==> config.mk <==
export PLATFORM = sky130hd
export DESIGN_NAME = mem_port_arbiter_flat
export DESIGN_NICKNAME = d
export VERILOG_FILES = /design/src/rtl/mem_port_arbiter_if.sv /design/src/rtl/mem_port_arbiter.sv /design/src/flat_wrapper.sv
export SDC_FILE = /design/constraint.sdc
export NUM_CORES = 1
export LEC_CHECK = 0
export BUFFER_PORTS_ARGS = -buffer_cell sky130_fd_sc_hd__buf_2
export CORE_ASPECT_RATIO = 0.7
export CORE_UTILIZATION = 50
export CTS_CLUSTER_DIAMETER = 60
export DETAILED_ROUTE_END_ITERATION = 8
export PLACE_DENSITY = 0.9
export SLEW_MARGIN = 0
export SYNTH_ARGS = -nofsm -noshare
export SYNTH_HDL_FRONTEND = slang
export SYNTH_SLANG_ARGS = --single-unit
==> constraint.sdc <==
create_clock -name clk -period 6.2 [get_ports clk]
set_input_delay 0.62 -clock clk [delete_from_list [all_inputs] [get_ports clk]]
set_output_delay 0.62 -clock clk [all_outputs]
set_load 0.005 [all_outputs]
==> src/rtl/mem_port_arbiter_if.sv <==
// Bus bundle between the openmips fetch/data ports, the shared RAM and mem_port_arbiter.
// slave: arbiter side; master: core-plus-RAM side.
interface mem_port_arbiter_if;
  logic        if_req_i;
  logic [31:0] if_addr_i;
  logic [31:0] if_data_o;
  logic        if_ack_o;
  logic        flush_i;
  logic        mem_req_i;
  logic        mem_we_i;
  logic [3:0]  mem_sel_i;
  logic [31:0] mem_addr_i;
  logic [31:0] mem_data_i;
  logic [31:0] mem_data_o;
  logic        mem_ack_o;
  logic        ram_ce_o;
  logic        ram_we_o;
  logic [3:0]  ram_sel_o;
  logic [31:0] ram_addr_o;
  logic [31:0] ram_data_o;
  logic [31:0] ram_data_i;
  logic        stallreq_o;

  modport slave (
    input  if_req_i, if_addr_i, flush_i,
    input  mem_req_i, mem_we_i, mem_sel_i, mem_addr_i, mem_data_i,
    input  ram_data_i,
    output if_data_o, if_ack_o, mem_data_o, mem_ack_o,
    output ram_ce_o, ram_we_o, ram_sel_o, ram_addr_o, ram_data_o,
    output stallreq_o
  );

  modport master (
    output if_req_i, if_addr_i, flush_i,
    output mem_req_i, mem_we_i, mem_sel_i, mem_addr_i, mem_data_i,
    output ram_data_i,
    input  if_data_o, if_ack_o, mem_data_o, mem_ack_o,
    input  ram_ce_o, ram_we_o, ram_sel_o, ram_addr_o, ram_data_o,
    input  stallreq_o
  );
endinterface

==> src/rtl/mem_port_arbiter.sv <==
// Shares one fixed-latency single-port RAM between the fetch and load/store ports.
// Optional MEM_PORT_ARB_FAIR_EN: ties go to the port not granted last (default: mem over if).
module mem_port_arbiter #(
  parameter int unsigned RAM_LATENCY = 1
) (
  input logic clk,
  input logic rst,
  mem_port_arbiter_if.slave bus
);

  typedef enum logic [1:0] {IDLE, BUSY_IF, BUSY_MEM, ACK} state_t;
  typedef enum logic {PORT_IF, PORT_MEM} port_t;

  localparam logic [2:0] LAT = 3'(RAM_LATENCY);

  state_t      state, state_nxt;
  port_t       port_q;
  logic [2:0]  cnt;
  logic        discard;
  logic        we_q;
  logic [3:0]  sel_q;
  logic [31:0] addr_q;
  logic [31:0] wdata_q;
  logic [31:0] if_data_q;
  logic [31:0] mem_data_q;

  logic if_ok;
  logic grant_if, grant_mem;
  logic busy, last_busy;

`ifdef MEM_PORT_ARB_FAIR_EN
  port_t last_grant;
`endif

  assign if_ok     = bus.if_req_i & ~bus.flush_i;
  assign busy      = (state == BUSY_IF) || (state == BUSY_MEM);
  assign last_busy = busy && (cnt == 3'd1);

  always_comb begin
    grant_if  = 1'b0;
    grant_mem = 1'b0;
    if (state == IDLE) begin
`ifdef MEM_PORT_ARB_FAIR_EN
      if (bus.mem_req_i && if_ok) begin
        grant_if  = (last_grant == PORT_MEM);
        grant_mem = (last_grant == PORT_IF);
      end else begin
        grant_mem = bus.mem_req_i;
        grant_if  = if_ok;
      end
`else
      grant_mem = bus.mem_req_i;
      grant_if  = if_ok & ~bus.mem_req_i;
`endif
    end
  end

  always_comb begin
    state_nxt = state;
    case (state)
      IDLE: begin
        if (grant_mem)     state_nxt = BUSY_MEM;
        else if (grant_if) state_nxt = BUSY_IF;
      end
      BUSY_IF, BUSY_MEM: if (cnt == 3'd1) state_nxt = ACK;
      ACK:               state_nxt = IDLE;
      default:           state_nxt = IDLE;
    endcase
  end

  always_ff @(posedge clk or posedge rst) begin
    if (rst) state <= IDLE;
    else     state <= state_nxt;
  end

  always_ff @(posedge clk or posedge rst) begin
    if (rst) begin
      port_q     <= PORT_IF;
      cnt        <= '0;
      we_q       <= 1'b0;
      sel_q      <= '0;
      addr_q     <= '0;
      wdata_q    <= '0;
      if_data_q  <= '0;
      mem_data_q <= '0;
      discard    <= 1'b0;
    end else begin
      if (grant_mem) begin
        port_q  <= PORT_MEM;
        we_q    <= bus.mem_we_i;
        sel_q   <= bus.mem_sel_i;
        addr_q  <= bus.mem_addr_i;
        wdata_q <= bus.mem_data_i;
        cnt     <= LAT;
      end else if (grant_if) begin
        port_q  <= PORT_IF;
        we_q    <= 1'b0;
        sel_q   <= '1;
        addr_q  <= bus.if_addr_i;
        wdata_q <= '0;
        cnt     <= LAT;
      end else if (busy) begin
        cnt <= cnt - 3'd1;
      end

      // a flush in the capture cycle itself must also keep the old fetch word
      if (last_busy && state == BUSY_IF && !discard && !bus.flush_i)
        if_data_q <= bus.ram_data_i;
      if (last_busy && state == BUSY_MEM && !we_q)
        mem_data_q <= bus.ram_data_i;

      if (state == IDLE)
        discard <= 1'b0;
      else if (bus.flush_i && port_q == PORT_IF && state != BUSY_MEM)
        discard <= 1'b1;
    end
  end

`ifdef MEM_PORT_ARB_FAIR_EN
  always_ff @(posedge clk or posedge rst) begin
    if (rst)            last_grant <= PORT_IF;
    else if (grant_mem) last_grant <= PORT_MEM;
    else if (grant_if)  last_grant <= PORT_IF;
  end
`endif

  always_comb begin
    bus.ram_ce_o   = 1'b0;
    bus.ram_we_o   = 1'b0;
    bus.ram_sel_o  = '0;
    bus.ram_addr_o = '0;
    bus.ram_data_o = '0;
    bus.if_ack_o   = 1'b0;
    bus.mem_ack_o  = 1'b0;
    if (busy) begin
      bus.ram_ce_o   = 1'b1;
      bus.ram_we_o   = we_q;
      bus.ram_sel_o  = sel_q;
      bus.ram_addr_o = addr_q;
      bus.ram_data_o = wdata_q;
    end
    if (state == ACK) begin
      bus.if_ack_o  = (port_q == PORT_IF) && !discard && !bus.flush_i;
      bus.mem_ack_o = (port_q == PORT_MEM);
    end
  end

  assign bus.if_data_o  = if_data_q;
  assign bus.mem_data_o = mem_data_q;
  // gated by rst so every output reads 0 while reset is held
  assign bus.stallreq_o = ~rst & ((bus.if_req_i & ~bus.if_ack_o) |
                                  (bus.mem_req_i & ~bus.mem_ack_o));

endmodule

==> src/flat_wrapper.sv <==
// flat-port wrapper written by rule: the top's interface ports become plain ports
module mem_port_arbiter_flat 
#(
  parameter int unsigned RAM_LATENCY = 1
)
  (clk, rst, bus_if_req_i, bus_if_addr_i, bus_flush_i, bus_mem_req_i, bus_mem_we_i, bus_mem_sel_i, bus_mem_addr_i, bus_mem_data_i, bus_ram_data_i, bus_if_data_o, bus_if_ack_o, bus_mem_data_o, bus_mem_ack_o, bus_ram_ce_o, bus_ram_we_o, bus_ram_sel_o, bus_ram_addr_o, bus_ram_data_o, bus_stallreq_o);
  mem_port_arbiter_if bus_i ();
  input logic clk;
  input logic rst;
  input wire logic [$bits(bus_i.if_req_i)-1:0] bus_if_req_i;
  input wire logic [$bits(bus_i.if_addr_i)-1:0] bus_if_addr_i;
  input wire logic [$bits(bus_i.flush_i)-1:0] bus_flush_i;
  input wire logic [$bits(bus_i.mem_req_i)-1:0] bus_mem_req_i;
  input wire logic [$bits(bus_i.mem_we_i)-1:0] bus_mem_we_i;
  input wire logic [$bits(bus_i.mem_sel_i)-1:0] bus_mem_sel_i;
  input wire logic [$bits(bus_i.mem_addr_i)-1:0] bus_mem_addr_i;
  input wire logic [$bits(bus_i.mem_data_i)-1:0] bus_mem_data_i;
  input wire logic [$bits(bus_i.ram_data_i)-1:0] bus_ram_data_i;
  output wire logic [$bits(bus_i.if_data_o)-1:0] bus_if_data_o;
  output wire logic [$bits(bus_i.if_ack_o)-1:0] bus_if_ack_o;
  output wire logic [$bits(bus_i.mem_data_o)-1:0] bus_mem_data_o;
  output wire logic [$bits(bus_i.mem_ack_o)-1:0] bus_mem_ack_o;
  output wire logic [$bits(bus_i.ram_ce_o)-1:0] bus_ram_ce_o;
  output wire logic [$bits(bus_i.ram_we_o)-1:0] bus_ram_we_o;
  output wire logic [$bits(bus_i.ram_sel_o)-1:0] bus_ram_sel_o;
  output wire logic [$bits(bus_i.ram_addr_o)-1:0] bus_ram_addr_o;
  output wire logic [$bits(bus_i.ram_data_o)-1:0] bus_ram_data_o;
  output wire logic [$bits(bus_i.stallreq_o)-1:0] bus_stallreq_o;
  assign bus_i.if_req_i = bus_if_req_i;
  assign bus_i.if_addr_i = bus_if_addr_i;
  assign bus_i.flush_i = bus_flush_i;
  assign bus_i.mem_req_i = bus_mem_req_i;
  assign bus_i.mem_we_i = bus_mem_we_i;
  assign bus_i.mem_sel_i = bus_mem_sel_i;
  assign bus_i.mem_addr_i = bus_mem_addr_i;
  assign bus_i.mem_data_i = bus_mem_data_i;
  assign bus_i.ram_data_i = bus_ram_data_i;
  assign bus_if_data_o = bus_i.if_data_o;
  assign bus_if_ack_o = bus_i.if_ack_o;
  assign bus_mem_data_o = bus_i.mem_data_o;
  assign bus_mem_ack_o = bus_i.mem_ack_o;
  assign bus_ram_ce_o = bus_i.ram_ce_o;
  assign bus_ram_we_o = bus_i.ram_we_o;
  assign bus_ram_sel_o = bus_i.ram_sel_o;
  assign bus_ram_addr_o = bus_i.ram_addr_o;
  assign bus_ram_data_o = bus_i.ram_data_o;
  assign bus_stallreq_o = bus_i.stallreq_o;
  mem_port_arbiter #(.RAM_LATENCY(RAM_LATENCY)) u_core (.clk(clk), .rst(rst), .bus(bus_i));
endmodule
==> results of run 1 <==
==> critical path: cells and delay by family (launching register included) <==
kind                       cells  cell delay, ns
DFF                            1            0.44
adders and majority gates      1            1.06
buffers and inverters          2            0.22
and+or+nand+nor                1            0.25
==> sequential cells by signal (all words and copies together) (netlist names) <==
| name | count |
|---|---|
| u_core.addr_q | 32 |
| u_core.bus.mem_data_o | 32 |
| u_core.bus.if_data_o | 32 |
| u_core.wdata_q | 32 |
| u_core.cnt | 3 |
| u_core.port_q | 1 |
| u_core.discard | 1 |
| u_core.we_q | 1 |
| u_core.state | 2 |
| u_core.sel_q | 4 |
==> cells in the final DEF (no fill, tap or decap), types with 2 or more instances in the layout <==
| cell type | netlist | final |
|---|---|---|
| buf_2 | 7 | 274 |
| buf_4 | 5 | 5 |
| a211oi_1 | 2 | 2 |
| clkinv_2 | 0 | 2 |
| a22o_1 | 33 | 33 |
| o22a_1 | 4 | 4 |
| mux2_4 | 6 | 6 |
| mux2i_1 | 2 | 2 |
| dfrtp_1 | 140 | 140 |
| inv_1 | 8 | 7 |
| ha_1 | 6 | 5 |
| inv_6 | 0 | 2 |
| clkbuf_16 | 0 | 17 |
| bufinv_16 | 0 | 3 |
| clkinv_4 | 0 | 3 |
| and2_1 | 71 | 71 |
| nor2b_1 | 4 | 4 |
| nand2b_1 | 2 | 2 |
| nor2_1 | 3 | 3 |
| nand2_1 | 6 | 6 |
| mux2_2 | 121 | 121 |
| clkinvlp_4 | 0 | 3 |
==> per-stage QoR <==
step | power (mW) | instances | hold WS (ns)
after floorplan | 2.59 | 454 | 0.465
after global placement | 3.19 | 860 | 0.479
after detailed placement | 3.30 | 860 | 0.483
after CTS | 4.32 | 890 | 0.386
after global routing | 4.57 | 890 | 0.408
final | 4.27 | 890 | 0.369
==> worst paths after layout <==
path | cells after the start | slack, ns | endpoint
min reg2reg | 1 | 0.50 | u_core.addr_q[7]$_DFFE_PP0P_
max | 4 | 3.20 | bus_ram_data_o[20]
max reg2reg | 5 | 3.39 | u_core.bus.mem_data_o[21]$_DFFE_PP0P_
min | 2 | 0.37 | u_core.addr_q[28]$_DFFE_PP0P_
max in group asynchronous | 3 | 4.65 | u_core.bus.if_data_o[25]$_DFFE_PP0P_
min in group clk | 2 | 0.43 | u_core.wdata_q[13]$_DFFE_PP0P_
==> cells by family after synthesis <==
kind of cell               Yosys count  share of synthesized area
DFF                                140                      0.563
and+or+nand+nor                     91                     0.0891
xor gates and xnor gates             2                    0.00282
buffers and inverters               38                     0.0310
muxes                              130                      0.238
adders and majority gates            6                     0.0121
AOI/OAI and AO/OA                   47                     0.0635
==> cell usage after synthesis, drive strengths merged <==
master | number | share of area
a22o | 33 | 0.046
and4b | 1 | 0.0016
dfrtp | 140 | 0.56
ha | 6 | 0.012
mux2i | 2 | 0.0032
nor4b | 1 | 0.0014
o22a | 4 | 0.0056
mux2 | 128 | 0.24
o22ai | 1 | 0.0010
o211ai | 1 | 0.0012
o32a | 1 | 0.0016
clkbuf | 15 | 0.0090
buf | 15 | 0.017
a21o | 1 | 0.0012
nor2 | 3 | 0.0018
a22oi | 1 | 0.0012
and2 | 72 | 0.073
nand2 | 6 | 0.0036
nand2b | 2 | 0.0020
nor2b | 4 | 0.0040
xnor2 | 1 | 0.0014
a211oi | 2 | 0.0024
a21boi | 1 | 0.0012
xor2 | 1 | 0.0014
a21oi | 1 | 0.00080
nand4 | 1 | 0.0010
inv | 8 | 0.0048
o21ai | 1 | 0.00080
nand3 | 1 | 0.00080
==> routing by layer <==
metal  global-route usage  part of all wire
met1                0.253              0.38
met2                0.410              0.53
met3               0.0622             0.061
met4                0.104             0.027
met5                    0                 0
==> layout make-up <==
class,instances,area share
clock buffer,17,0.0514
clock inverter,13,0.0204
tap,157,0.0237
timing repair buffer,279,0.170
multi-input combinational,276,0.307
inverter,8,0.00423
sequential,140,0.423
==> where the power goes <==
group          internal [mW]  total, mW  leakage, nW  switching, mW
Clock                  0.632       1.01        0.283          0.376
Combinational          0.970       1.74         2.27          0.767
Sequential              1.32       1.53         1.72          0.213
Total                   2.92       4.27         4.27           1.36
==> impl_metrics.py, run 1 <==
metrics = {
    "outcome": {
        "status": "completed",
    },
    "routing": {
        "first_pass_iters": 4,
        "ant_nets": 0,
        "avgRoutedWirePerCell_um": 16.1,
        "avgViaCountPerCell": 5.08,
        "drt-total-wl_um": 14400,
        "drc": 0,
        "vias": 4520,
        "drt_iter0_markers": 131,
    },
    "logic_synthesis": {
        "synth_cell_type_count": 34,
        "yosysSeqAreaShare": 0.563,
        "syn_nets": 598,
        "syn_area_um2": 6220,
        "ys_ff_latch": 140,
        "syn_area_per_cell_um2": 13.7,
        "ys_warn_count": 0,
        "synthCells": 454,
    },
    "final_layout": {
        "fin_nets": 866,
        "area_growth_pct": 33.1,
        "multi_input_area_um2": 2540,
        "nFillCells": 854,
        "stdcell_area_um2": 8280,
        "drive_gt1_frac": 0.602,
        "seq_area_um2": 3500,
        "fin_util": 0.694,
        "antenna_cells": 0,
    },
    "global_routing": {
        "grt_pass1_wl_um": 22500,
        "grt-ovfl-total": 0,
        "antenna_found_initial": 0,
        "grt_max_degree": 85,
        "grt_use_total": 0.227,
        "grt_pass1_vias": 4765,
    },
    "worst_hold_path": {
        "hp-class": "input port to asynchronous set/reset pin",
    },
    "timing": {
        "fmax_mhz": 334,
        "max_slew_margin": 0.286,
        "layout_min_cycle_time_ns": 3.00,
        "rsz0062_at_grt": "no",
        "final_max_slew_viol_count": 0,
        "period_share": 0.483,
        "hold_violations": 0,
        "setup_viol": 0,
        "postLayoutSetupSlackWorst_ns": 3.20,
        "clock-skew-final_ns": 0.0107,
        "worstMarginPinSlew_ns": 1.07,
        "totalNegativeSetupSlack_ns": 0,
    },
    "setup_path": {
        "crit_chain": "inv_1 > ha_2 > and2_1 > buf_2",
        "worstSetupStartpointType": "register",
        "max_stage_delay_ns": 1.06,
        "crit_start": "u_core.state[1]$_DFFE_PP0P_",
        "critPathSlowestCell": "ha_2",
        "cp-end-kind": "output port",
        "critPathMaxFanout": 80,
        "r2r_start": "u_core.state[1]$_DFFE_PP0P_",
        "cp.arrival_ns": 2.38,
        "crit_type": "register to output port",
        "critPathRequiredTime_ns": 5.58,
    },
    "placement": {
        "globalplace.congestion": 0.832,
        "pre_cts_slack_ns": 3.38,
        "dpl.hpwl_um": 10500,
        "io_buffers": 274,
        "placed_cell_area_um2": 7690,
    },
    "job": {
        "maxCapViolations": 0,
    },
    "clocking": {
        "cts.sinks": 140,
        "path_clk_slew_ns": 0.06,
        "cts_inserted_buffers": 17,
        "cts.htree.levels": 4,
        "cts_setup_buffers": 0,
        "clockBufferDepth": 2,
        "cts_root_buf": "clkbuf_16",
        "post_cts_resize_count": 0,
        "cts_tree": "done",
        "cts_hold_buffers": 0,
        "clk_latency_ns": 0.40,
    },
    "floorplanning": {
        "dieWidth_um": 135,
        "ios": 275,
        "core_um2": 11900,
        "rows": 33,
        "start_util": 0.521,
        "dieArea_um2": 12900,
        "die_y_um": 95.3,
    },
    "power": {
        "ir_worst_vdd_v": 0.000324,
        "power_per_cell_area_nw_per_um2": 516,
        "p_leak_nw": 4.27,
    },
}
Note: power is estimated with default switching activity, not from simulation.
==> run 2: changes to the inputs <==
--- a/config.mk
+++ b/config.mk
@@ -7,10 +7,10 @@
 export LEC_CHECK = 0
 export BUFFER_PORTS_ARGS = -buffer_cell sky130_fd_sc_hd__buf_2
 export CORE_ASPECT_RATIO = 0.7
-export CORE_UTILIZATION = 50
+export CORE_UTILIZATION = 43
 export CTS_CLUSTER_DIAMETER = 60
 export DETAILED_ROUTE_END_ITERATION = 8
-export PLACE_DENSITY = 0.9
+export PLACE_DENSITY = 0.83
 export SLEW_MARGIN = 0
 export SYNTH_ARGS = -nofsm -noshare
 export SYNTH_HDL_FRONTEND = slang
==> constraint.sdc (replaced) <==
create_clock -name clk -period 2.5 [get_ports clk]
set_input_delay 0.25 -clock clk [delete_from_list [all_inputs] [get_ports clk]]
set_output_delay 0.25 -clock clk [all_outputs]
set_load 0.005 [all_outputs]
==> run 2 against run 1 <==
Compared with the run above: sequential share of layout area shrank 0.38 points; clock power is 140% higher; cell count increased by 4.5%; clock skew rose by 0.00092 ns; sequential cell count did not move; cell area is 0.91% higher; core utilization down 9.7 points; register-to-register slack lost 3.0 ns; setup slack worse by 2.9 ns; combinational power increased to 2.5 times the previous value; via count shrank 0.51%; hold slack worse by 0.36 ns; largest power group unchanged; highest routed layer unchanged.
==> impl_metrics.py, run 2 (same netlist as run 1, synthesis figures left out) <==
metrics = {
    "final_layout": {
        "nFillCells": 1134,
        "final_cell_mix": "buf_2, dfrtp_1, mux2_2",
        "area_growth_pct": 34.3,
        "final_common_cell": "buf_2",
        "antenna_cells": 0,
        "drive_gt1_frac": 0.603,
        "fin_nets": 871,
        "fin_util": 0.597,
    },
    "routing": {
        "drc": 0,
        "ant_nets": 0,
        "vias": 4497,
        "avgViaCountPerCell": 4.84,
        "drt_iter0_markers": 113,
        "first_pass_iters": 4,
        "drt-total-wl_um": 14000,
        "avgRoutedWirePerCell_um": 15.1,
    },
    "clocking": {
        "cts_root_buf": "clkbuf_16",
        "cts_inserted_buffers": 17,
        "clockBufferDepth": 2,
        "cts_setup_buffers": 0,
        "cts.sinks": 140,
        "path_clk_slew_ns": 0.06,
        "cts_tree": "done",
        "post_cts_resize_count": 0,
        "cts_hold_buffers": 0,
        "cts.htree.levels": 4,
        "clk_latency_ns": 0.40,
    },
    "floorplanning": {
        "dieWidth_um": 146,
        "ios": 275,
        "rows": 36,
        "dieArea_um2": 15000,
        "start_util": 0.444,
        "core_um2": 14000,
        "die_y_um": 103,
    },
    "timing": {
        "setup_viol": 0,
        "totalNegativeSetupSlack_ns": 0,
        "final_max_slew_viol_count": 0,
        "max_slew_margin": 0.549,
        "fmax_mhz": 452,
        "rsz0062_at_grt": "no",
        "hold_violations": 0,
        "layout_min_cycle_time_ns": 2.21,
        "clock-skew-final_ns": 0.0116,
        "worstMarginPinSlew_ns": 0.676,
        "period_share": 0.885,
    },
    "placement": {
        "dpl.hpwl_um": 10100,
        "io_buffers": 274,
        "globalplace.congestion": 0.753,
    },
    "global_routing": {
        "grt-ovfl-total": 0,
        "grt_pass1_wl_um": 22700,
        "grt_max_degree": 73,
        "grt_use_total": 0.192,
        "antenna_found_initial": 0,
        "grt_pass1_vias": 4568,
    },
    "setup_path": {
        "critPathMaxFanout": 72,
        "critPathRequiredTime_ns": 2.25,
        "crit_type": "register to output port",
        "cp.arrival_ns": 1.96,
        "critPathSlowestCell": "ha_2",
        "max_stage_delay_ns": 0.45,
        "r2r_start": "u_core.state[0]$_DFFE_PP0P_",
        "crit_start": "u_core.state[1]$_DFFE_PP0P_",
        "cp-end-kind": "output port",
        "rrSetupSlack_ns": 0.40,
        "crit_chain": "inv_1 > ha_2 > buf_12 > and2_1 > buf_2",
        "worstSetupStartpointType": "register",
    },
    "power": {
        "power_mw": 10.5,
        "ir_worst_vdd_v": 0.000635,
        "power_per_cell_area_nw_per_um2": 1260,
        "p_leak_nw": 4.28,
    },
    "outcome": {
        "status": "completed",
    },
    "job": {
        "maxCapViolations": 0,
    },
    "worst_hold_path": {
        "hp-class": "input port to asynchronous set/reset pin",
    },
}
-- run 2: layer usage --
layer	part of all wire	up-vias	track usage
met2	0.48	161	0.310
li1	-	2142	-
met3	0.055	10	0.0558
met4	0.0098	0	0.0534
met5	0	-	0
met1	0.45	2184	0.255
-- run 2: critical path: cells and delay by family (launching register included) --
kind,cells,cell delay (ns)
fa+ha+maj,1,0.45
buf+inv,3,0.49
flops,1,0.43
simple gates,1,0.17
-- run 2: area by class of cell --
type	instances	area [um2]	share of cell area
multi-input cells	276	2540	0.304
well taps	190	238	0.0284
flip-flops and latches	140	3500	0.419
clock inverters	13	134	0.0160
repair buffers	284	1470	0.176
clock buffers	19	433	0.0518
inverters	8	33.8	0.00404
-- run 2: power by group --
group	total (mW)	internal (mW)	switching, mW	leakage [nW]
clock network	2.40	1.40	0.999	0.261
registers	3.76	3.26	0.503	1.72
logic	4.38	2.48	1.91	2.29
-- run 2: final timing paths --
kind | to | depth (start not counted)
max | bus_ram_sel_o[2] | 5
max reg2reg | u_core.addr_q[5]$_DFFE_PP0P_ | 5
min in group clk | u_core.wdata_q[0]$_DFFE_PP0P_ | 2
max in group asynchronous | u_core.bus.if_data_o[14]$_DFFE_PP0P_ | 3
min reg2reg | u_core.wdata_q[1]$_DFFE_PP0P_ | 1
min | u_core.wdata_q[4]$_DFFE_PP0P_ | 3
-- run 2: stage by stage --
stage	hold WS (ns)	instances	cell area (um2)	worst slack, ns
2_1_floorplan	0.376	454	6230	0.501
3_3_place_gp	0.439	898	7790	0.473
3_5_place_dp	0.452	898	7790	0.404
4_1_cts	0.0179	930	8360	0.248
5_1_grt	0.0371	930	8360	0.135
6_report	0.0128	930	8360	0.287
